[config.mk]
export PLATFORM = sky130hd
export DESIGN_NAME = rtc_reset_seq_flat
export DESIGN_NICKNAME = d
export VERILOG_FILES = /design/src/rtl/rtc_reset_seq_if.sv /design/src/rtl/rtc_reset_seq.sv /design/src/flat_wrapper.sv
export SDC_FILE = /design/constraint.sdc
export NUM_CORES = 1
export LEC_CHECK = 0
export CAP_MARGIN = 20
export CORE_MARGIN = 2
export CORE_UTILIZATION = 46
export DETAILED_ROUTE_END_ITERATION = 8
export PLACE_DENSITY = 0.7
export SLEW_MARGIN = 30
export SYNTH_ARGS = -nofsm -noshare
export SYNTH_HDL_FRONTEND = slang
export SYNTH_SLANG_ARGS = --single-unit
[constraint.sdc]
create_clock -name clk_peripheral -period 2.5 [get_ports clk_peripheral]
set_input_delay 0.5 -clock clk_peripheral [delete_from_list [all_inputs] [get_ports clk_peripheral]]
set_output_delay 0.5 -clock clk_peripheral [all_outputs]
set_load 0.01 [all_outputs]
[src/rtl/rtc_reset_seq_if.sv]
// Handshake/status bundle between rtc_reset_seq and its consumers.
// wdog_kick exists only when RTC_RESET_WDOG_EN is defined.
interface rtc_reset_seq_if #(
  parameter int NUM_CH = 4
) ();
  logic              sw_reset_req;
`ifdef RTC_RESET_WDOG_EN
  logic              wdog_kick;
`endif
  logic [NUM_CH-1:0] reset;
  logic [NUM_CH-1:0] reset_n;
  logic              busy;
  logic              done;
  logic              wdog_flag;

  modport master (
    output sw_reset_req,
`ifdef RTC_RESET_WDOG_EN
    output wdog_kick,
`endif
    input  reset, reset_n, busy, done, wdog_flag
  );

  modport slave (
    input  sw_reset_req,
`ifdef RTC_RESET_WDOG_EN
    input  wdog_kick,
`endif
    output reset, reset_n, busy, done, wdog_flag
  );
endinterface

[src/rtl/rtc_reset_seq.sv]
// rtc_reset_seq: staggered per-channel reset release; optional watchdog via RTC_RESET_WDOG_EN.
// Latency: ch0 free SYNC_STAGES+HOLD_CYCLES edges after resetn; no backpressure, outputs registered.
module rtc_reset_seq #(
  parameter int NUM_CH         = 4,
  parameter int SYNC_STAGES    = 2,
  parameter int HOLD_CYCLES    = 16,
  parameter int STAGGER_CYCLES = 8,
  parameter int CNT_W          = 8,
  parameter int WDOG_CYCLES    = 200
) (
  input  logic           clk_peripheral,
  input  logic           resetn,
  rtc_reset_seq_if.slave bus
);

  typedef enum logic [1:0] {S_SYNC, S_HOLD, S_RELEASE, S_RUN} state_t;

  localparam logic [NUM_CH-1:0] ALL_ON    = '1;
  localparam logic [NUM_CH-1:0] LAST_CH   = ALL_ON ^ (ALL_ON >> 1);
  localparam bit                DIRECT    = (NUM_CH == 1) || (STAGGER_CYCLES == 0);
  localparam logic [CNT_W-1:0]  HOLD_LAST = CNT_W'(HOLD_CYCLES - 1);
  localparam logic [CNT_W-1:0]  STAG_LAST = CNT_W'(STAGGER_CYCLES - 1);

  if ((HOLD_CYCLES > 2**CNT_W) || (STAGGER_CYCLES > 2**CNT_W) || (WDOG_CYCLES > 2**CNT_W))
  begin : g_cnt_w_chk
    $error("rtc_reset_seq: CNT_W too narrow for configured cycle counts");
  end

  state_t            r_state, w_state_nxt;
  logic [SYNC_STAGES-1:0] r_sync;
  logic [CNT_W-1:0]  r_cnt, w_cnt_nxt;
  logic [NUM_CH-1:0] r_reset, w_reset_nxt;
  logic              w_wdog_to;
  logic              w_restart;

  assign w_restart = bus.sw_reset_req | w_wdog_to;

  always_comb begin
    w_state_nxt = r_state;
    w_cnt_nxt   = r_cnt;
    w_reset_nxt = r_reset;
    // Any restart outside SYNC re-enters HOLD with every channel asserted.
    if (r_state != S_SYNC && w_restart) begin
      w_state_nxt = S_HOLD;
      w_cnt_nxt   = '0;
      w_reset_nxt = ALL_ON;
    end else begin
      case (r_state)
        S_SYNC: begin
          if (r_sync[SYNC_STAGES-2]) begin
            w_state_nxt = S_HOLD;
            w_cnt_nxt   = '0;
          end
        end
        S_HOLD: begin
          if (r_cnt == HOLD_LAST) begin
            w_cnt_nxt = '0;
            if (DIRECT) begin
              w_reset_nxt = '0;
              w_state_nxt = S_RUN;
            end else begin
              w_reset_nxt = r_reset << 1;
              w_state_nxt = S_RELEASE;
            end
          end else begin
            w_cnt_nxt = r_cnt + 1'b1;
          end
        end
        S_RELEASE: begin
          if (r_cnt == STAG_LAST) begin
            w_cnt_nxt   = '0;
            w_reset_nxt = r_reset << 1;
            if (r_reset == LAST_CH) w_state_nxt = S_RUN;
          end else begin
            w_cnt_nxt = r_cnt + 1'b1;
          end
        end
        default: ;
      endcase
    end
  end

  always_ff @(posedge clk_peripheral or negedge resetn) begin
    if (!resetn) begin
      r_state <= S_SYNC;
      r_cnt   <= '0;
      r_reset <= ALL_ON;
      r_sync  <= '0;
    end else begin
      r_state <= w_state_nxt;
      r_cnt   <= w_cnt_nxt;
      r_reset <= w_reset_nxt;
      r_sync  <= {r_sync[SYNC_STAGES-2:0], 1'b1};
    end
  end

`ifdef RTC_RESET_WDOG_EN
  logic [CNT_W-1:0] r_wdog_cnt;
  logic             r_wdog_flag;

  // A kick on the timeout edge suppresses the timeout.
  assign w_wdog_to = (r_state == S_RUN) && !bus.wdog_kick &&
                     (r_wdog_cnt == CNT_W'(WDOG_CYCLES - 1));

  always_ff @(posedge clk_peripheral or negedge resetn) begin
    if (!resetn)                                            r_wdog_cnt <= '0;
    else if (r_state != S_RUN || bus.wdog_kick || w_restart) r_wdog_cnt <= '0;
    else                                                    r_wdog_cnt <= r_wdog_cnt + 1'b1;
  end

  // Sticky across resetn so software can read the cause after the sequence completes.
  always_ff @(posedge clk_peripheral) begin
    if (r_state == S_SYNC && bus.sw_reset_req) r_wdog_flag <= 1'b0;
    else if (w_wdog_to)                        r_wdog_flag <= 1'b1;
  end

  assign bus.wdog_flag = r_wdog_flag;
`else
  assign w_wdog_to     = 1'b0;
  assign bus.wdog_flag = 1'b0;
`endif

  assign bus.reset   = r_reset;
  assign bus.reset_n = ~r_reset;
  assign bus.busy    = |r_reset;
  assign bus.done    = (r_state == S_RUN);

endmodule

[src/flat_wrapper.sv]
// flat-port wrapper written by rule: the top's interface ports become plain ports
module rtc_reset_seq_flat 
#(
  parameter int NUM_CH         = 4,
  parameter int SYNC_STAGES    = 2,
  parameter int HOLD_CYCLES    = 16,
  parameter int STAGGER_CYCLES = 8,
  parameter int CNT_W          = 8,
  parameter int WDOG_CYCLES    = 200
)
  (clk_peripheral, resetn, bus_sw_reset_req, bus_reset, bus_reset_n, bus_busy, bus_done, bus_wdog_flag);
  rtc_reset_seq_if #(.NUM_CH(NUM_CH)) bus_i ();
  input  logic clk_peripheral;
  input  logic resetn;
  input wire logic [$bits(bus_i.sw_reset_req)-1:0] bus_sw_reset_req;
  output wire logic [$bits(bus_i.reset)-1:0] bus_reset;
  output wire logic [$bits(bus_i.reset_n)-1:0] bus_reset_n;
  output wire logic [$bits(bus_i.busy)-1:0] bus_busy;
  output wire logic [$bits(bus_i.done)-1:0] bus_done;
  output wire logic [$bits(bus_i.wdog_flag)-1:0] bus_wdog_flag;
  assign bus_i.sw_reset_req = bus_sw_reset_req;
  assign bus_reset = bus_i.reset;
  assign bus_reset_n = bus_i.reset_n;
  assign bus_busy = bus_i.busy;
  assign bus_done = bus_i.done;
  assign bus_wdog_flag = bus_i.wdog_flag;
  rtc_reset_seq #(.NUM_CH(NUM_CH), .SYNC_STAGES(SYNC_STAGES), .HOLD_CYCLES(HOLD_CYCLES), .STAGGER_CYCLES(STAGGER_CYCLES), .CNT_W(CNT_W), .WDOG_CYCLES(WDOG_CYCLES)) u_core (.clk_peripheral(clk_peripheral), .resetn(resetn), .bus(bus_i));
endmodule
Word-level counts from Yosys, hierarchy flattened
Cells that the tools add are included.
- reduce and logical (&&, ||, !) cells: 9
- bitwise logic cells: 1
- equality and inequality tests: 10
- mux-type cells: 15
- $add $sub $neg: 1
- operators with widths (kind ; count):
    8-bit 2-to-1 mux ; 4
    8-bit one-hot mux with 3 select lines ; 1
    4-bit 2-to-1 mux ; 3
    3-bit by 1-bit inequality test with 1-bit output (second input constant) ; 4
    2-bit 2-to-1 mux ; 5
    8-bit by 1-bit adder with 8-bit output (second input constant) ; 1
    8-bit by 3-bit equality test with 1-bit output (second input constant) ; 1
    8-bit by 4-bit equality test with 1-bit output (second input constant) ; 1
    4-bit one-hot mux with 2 select lines ; 1
    2-bit one-hot mux with 3 select lines ; 1
    5-bit AND reduction ; 1
    2-bit equality test (second input constant) ; 2
    4-bit equality test (second input constant) ; 1
    4-bit NOT ; 1
    4-bit nonzero test ; 1
    4-bit OR reduction ; 1
    3-bit AND reduction ; 1
    3-bit nonzero test ; 1
    2-bit by 1-bit equality test with 1-bit output (second input constant) ; 1
    2-bit logical NOT ; 1
    2-bit AND reduction ; 1
    2-bit nonzero test ; 1
    1-bit logical AND ; 1
- bits in registers: 15
- word-level logic and storage cells: 40
- input port bits: 3

Logic depth before layout (Yosys ltp)
- depth in word-level cells: 5
- mapped depth: 8
- mapped depth without buffers: 7

Worst setup path after synthesis
OpenSTA, ideal clock, no wires.
- path kind: flip-flop to flip-flop
- start: register u_core.r_state[1]
- end: register u_core.r_state[1]
- cell stages (with the launch flop): 8
- required time: 2.378 ns
- slack: 0.809 ns
- path buffers: 0
- arrival time: 1.569 ns
- path through: dfrtp_1 inv_1 ha_1 mux2_4 nor4_4 or2_1 o21ai_1 a32o_1
- cells in the longest elaborated chain, start to end: 4
- elaborated cells on any way between the ends: 13
- those cells by class: 6 x eq/ne; 2 x mux; 5 x reduce/logical
- RTL lines (element ; line ; text):
    from (decl) ; rtc_reset_seq.sv:29 ; state_t r_state, w_state_nxt;
    from (signal assigned) ; rtc_reset_seq.sv:90 ; r_state <= w_state_nxt;
    2-bit nonzero test ; rtc_reset_seq.sv:43 ; if (r_state != S_SYNC && w_restart) begin
    1-bit logical AND ; rtc_reset_seq.sv:43 ;
    3-bit by 1-bit inequality test with 1-bit output (no source line) / 4-bit nonzero test (equally long branches) ; - ;
    5-bit AND reduction (no source line) ; - ;
Several ways; a longest one is shown, not always the timed one.
A chain may end at the register's enable or synchronous reset.

Worst setup path after layout
- start: register u_core.r_reset[2], in the netlist u_core.bus.reset[2]
- end: output port bus_busy
- cells in the longest elaborated chain, start to end: 1
- RTL lines (element ; line ; text):
    from (decl) ; rtc_reset_seq.sv:32 ; logic [NUM_CH-1:0] r_reset, w_reset_nxt;
    from (signal assigned) ; rtc_reset_seq.sv:92 ; r_reset <= w_reset_nxt;
    4-bit OR reduction ; rtc_reset_seq.sv:125 ; assign bus.busy = |r_reset;
    to (decl) ; flat_wrapper.sv:18 ; output wire logic [$bits(bus_i.busy)-1:0] bus_busy;
Every way passes these cells.

==> results.py <==
metrics = {
    "outcome": {
        "outcome": "finished clean",
    },
    "cts": {
        "cts_max_path_buffers": 2,
        "clockRootBuffer": "clkbuf_4",
        "cts_hold_buf": 0,
        "cts.sinks": 15,
        "cts_made_buffers": 3,
        "ctsHtreeMaxLevel": 1,
        "post_cts_buffers": 0,
        "cts_resized": 0,
        "clk_pin_slew_ns": 0.09,
        "clkLatencyLatePin_ns": 0.28,
        "cts_tree": "built",
    },
    "global_route": {
        "grt_first_pass_wirelength_um": 3150,
        "first_global_vias": 727,
        "grt_remaining_overflow": 0,
        "grt_max_degree": 16,
        "antenna_found_initial": 0,
        "grtUsageTotal_pct": 17.3,
    },
    "route": {
        "dr.pass1.iters": 4,
        "vias_per_cell": 5.29,
        "drcViolationCount": 0,
        "num_vias": 725,
        "wirelength_um": 1820,
        "ant_nets": 0,
        "wire_per_inst_um": 13.3,
        "drt_iter0_markers": 14,
    },
    "synth": {
        "synth_nets": 105,
        "synth_area_sq_um": 935,
        "syn_inst": 96,
        "synth_warnings": 0,
        "avgSynthCellArea_sq_um": 9.74,
        "ys_ff_latch": 15,
        "synth_flop_cell": "dfrtp_1",
        "yosysUniqueCellTypes": 38,
        "synth_area_leader_cell": "dfrtp_1",
        "synth_edf_count": 0,
        "ys_top_cells_by_area": "dfrtp_1 (29%), dfstp_2 (11%), ha_1 (8.0%)",
        "postSynth.asyncResetShare_pct": 100,
        "synth_top_cell_area_share_pct": 29.5,
        "seq_area_frac_synth_pct": 40.7,
    },
    "placement": {
        "globalplace.congestion": 0.798,
        "place_area_sq_um": 1080,
        "hpwl_um": 1390,
        "dp_cells": 133,
        "io_buffer_count": 12,
    },
    "sta": {
        "finalHoldViolCount": 0,
        "worstMarginPinSlew_ns": 0.661,
        "finalMaxSlewViolations": 0,
        "max_clock_freq_mhz": 489,
        "relSlewSlack_pct": 55.8,
        "rsz0062_at_grt": "no",
        "period_needed_ns": 2.04,
        "clock_skew_ns": 0.00235,
        "post-route-period-util_pct": 81.7,
        "tns_ns": 0,
        "setup_viol": 0,
    },
    "critical_path": {
        "endpoint_kind": "primary output",
        "worstSetupStartpointType": "flip-flop",
        "crit_arrival_ns": 1.54,
        "worstPathMaxFanout": 4,
        "critPathKind": "flip-flop to primary output",
        "required_ns": 2.00,
    },
    "finish": {
        "syn_to_final_growth_pct": 17.9,
        "num-fill-cells": 175,
        "layout-drive-gt1-share_pct": 14.5,
        "regArea_sq_um": 380,
        "stdcell_area_sq_um": 1100,
        "multi_input_area_sq_um": 504,
        "num_antenna_cells": 0,
        "stdcell_count": 137,
        "nNetsFinal": 120,
    },
    "power_and_ir_drop": {
        "max-vdd-ir-drop_uv": 653,
        "p_total_uw": 1010,
        "power.density_nw_per_um2": 918,
        "power_leakage_uw": 0.000497,
    },
    "die": {
        "die_w_um": 49.1,
        "start_util_pct": 48.1,
        "rows": 16,
        "io_pins": 14,
        "core-area_sq_um": 1940,
        "die_y_um": 49.1,
        "dieArea_sq_um": 2410,
    },
    "job": {
        "maxCapViolCount": 0,
    },
    "min_path": {
        "worst_hold_path_type": "flip-flop to flip-flop",
    },
}
[state kept, by name (all words and copies together) (netlist names)]
register,count
u_core.r_sync,1
u_core.r_state,2
u_core.bus.reset,4
u_core.r_cnt,8
[worst max-delay path, stage by stage (launching register included)]
cell             delay, ns
dfstp_2               0.55
inv_1                 0.08
nand4_1               0.09
clkdlybuf4s50_1       0.54
[cells in the final DEF (no fill, tap or decap), types with 2 or more instances in the layout]
| cell type | synthesis | final |
|---|---|---|
| nand4_1 | 2 | 2 |
| a21oi_1 | 3 | 3 |
| clkdlybuf4s50_1 | 0 | 12 |
| o21ai_1 | 2 | 2 |
| nand2_1 | 11 | 11 |
| dfrtp_1 | 11 | 11 |
| o22ai_1 | 2 | 2 |
| nand2b_1 | 3 | 3 |
| and3_1 | 2 | 2 |
| mux2_4 | 2 | 2 |
| conb_1 | 2 | 2 |
| clkbuf_4 | 0 | 3 |
| ha_1 | 6 | 6 |
| o211ai_1 | 3 | 3 |
| and2_1 | 2 | 2 |
| dfstp_2 | 4 | 4 |
| nand3_1 | 5 | 5 |
| inv_1 | 8 | 8 |
| o21ai_0 | 4 | 4 |
| nor2_1 | 2 | 2 |
| a31oi_1 | 2 | 2 |
[synth_stat cells (2+ instances only)]
library cell / instances
nand2_1: 11
buf_4: 2
o22ai_1: 2
a21oi_1: 3
dfrtp_1: 11
o211ai_1: 3
a31oi_1: 2
ha_1: 6
dfstp_2: 4
conb_1: 2
nand4_1: 2
inv_1: 8
and3_1: 2
and2_1: 2
o21ai_0: 4
o21ai_1: 2
nand3_1: 5
nand2b_1: 3
nor2_1: 2
mux2_4: 2
[stage by stage]
stage / util, % / setup WS [ns] / hold WS (ns)
3_5_place_dp: 55.4 / 0.413 / 0.461
2_1_floorplan: - / 0.809 / 0.204
3_3_place_gp: 55.4 / 0.464 / 0.471
4_1_cts: 56.8 / 0.452 / 0.482
5_1_grt: 56.8 / 0.348 / 0.494
6_report: 56.8 / 0.457 / 0.481
[power breakdown]
| part | switching, uW | leakage, uW | internal, uW | total (uW) |
|---|---|---|---|---|
| Sequential | 54.3 | 0.000187 | 304 | 358 |
| Clock | 74.1 | 0.0000150 | 61.9 | 136 |
| Combinational | 281 | 0.000294 | 237 | 518 |
| Total | 409 | 0.000497 | 603 | 1010 |
[worst paths after layout]
kind                                  endpoint  cells after the start                 from  slack, ns
min in group asynchronous    u_core.r_state[0]                      1               resetn       0.62
max in group asynchronous      u_core.r_cnt[6]                      1               resetn       1.46
hold reg to reg            u_core.bus.reset[0]                      2  u_core.bus.reset[0]       0.48
hold / removal             u_core.bus.reset[0]                      2  u_core.bus.reset[0]       0.48
setup reg to reg               u_core.r_cnt[6]                      7    u_core.r_state[0]       0.56
setup / recovery                      bus_busy                      3  u_core.bus.reset[2]       0.46
[final cells by class]
cell class / instances / area share (%)
Sequential cell: 15 / 34.5
Inverter: 8 / 2.72
Multi-Input combinational cell: 70 / 45.7
Timing Repair Buffer: 13 / 11.6
Clock buffer: 4 / 2.38
Tap cell: 27 / 3.06
[layer usage]
| layer | part of all wire [%] | vias up | GRT usage, % |
|---|---|---|---|
| met4 | 2.0 | 0 | 8.57 |
| met1 | 51 | 351 | 24.7 |
| met5 | 0 | - | 0 |
| li1 | - | 365 | - |
| met2 | 46 | 5 | 25.5 |
| met3 | 0.94 | 4 | 2.76 |
[cell families after synthesis]
logic type	count (synthesis)	synth area share, %
compound gates	22	17.3
fa+ha+maj	6	8.03
buf+inv	11	5.35
flops	15	40.7
mux	3	4.28
other cells	2	0.804
simple gates	37	23.6
No activity file was read; power rests on OpenSTA's default activity.
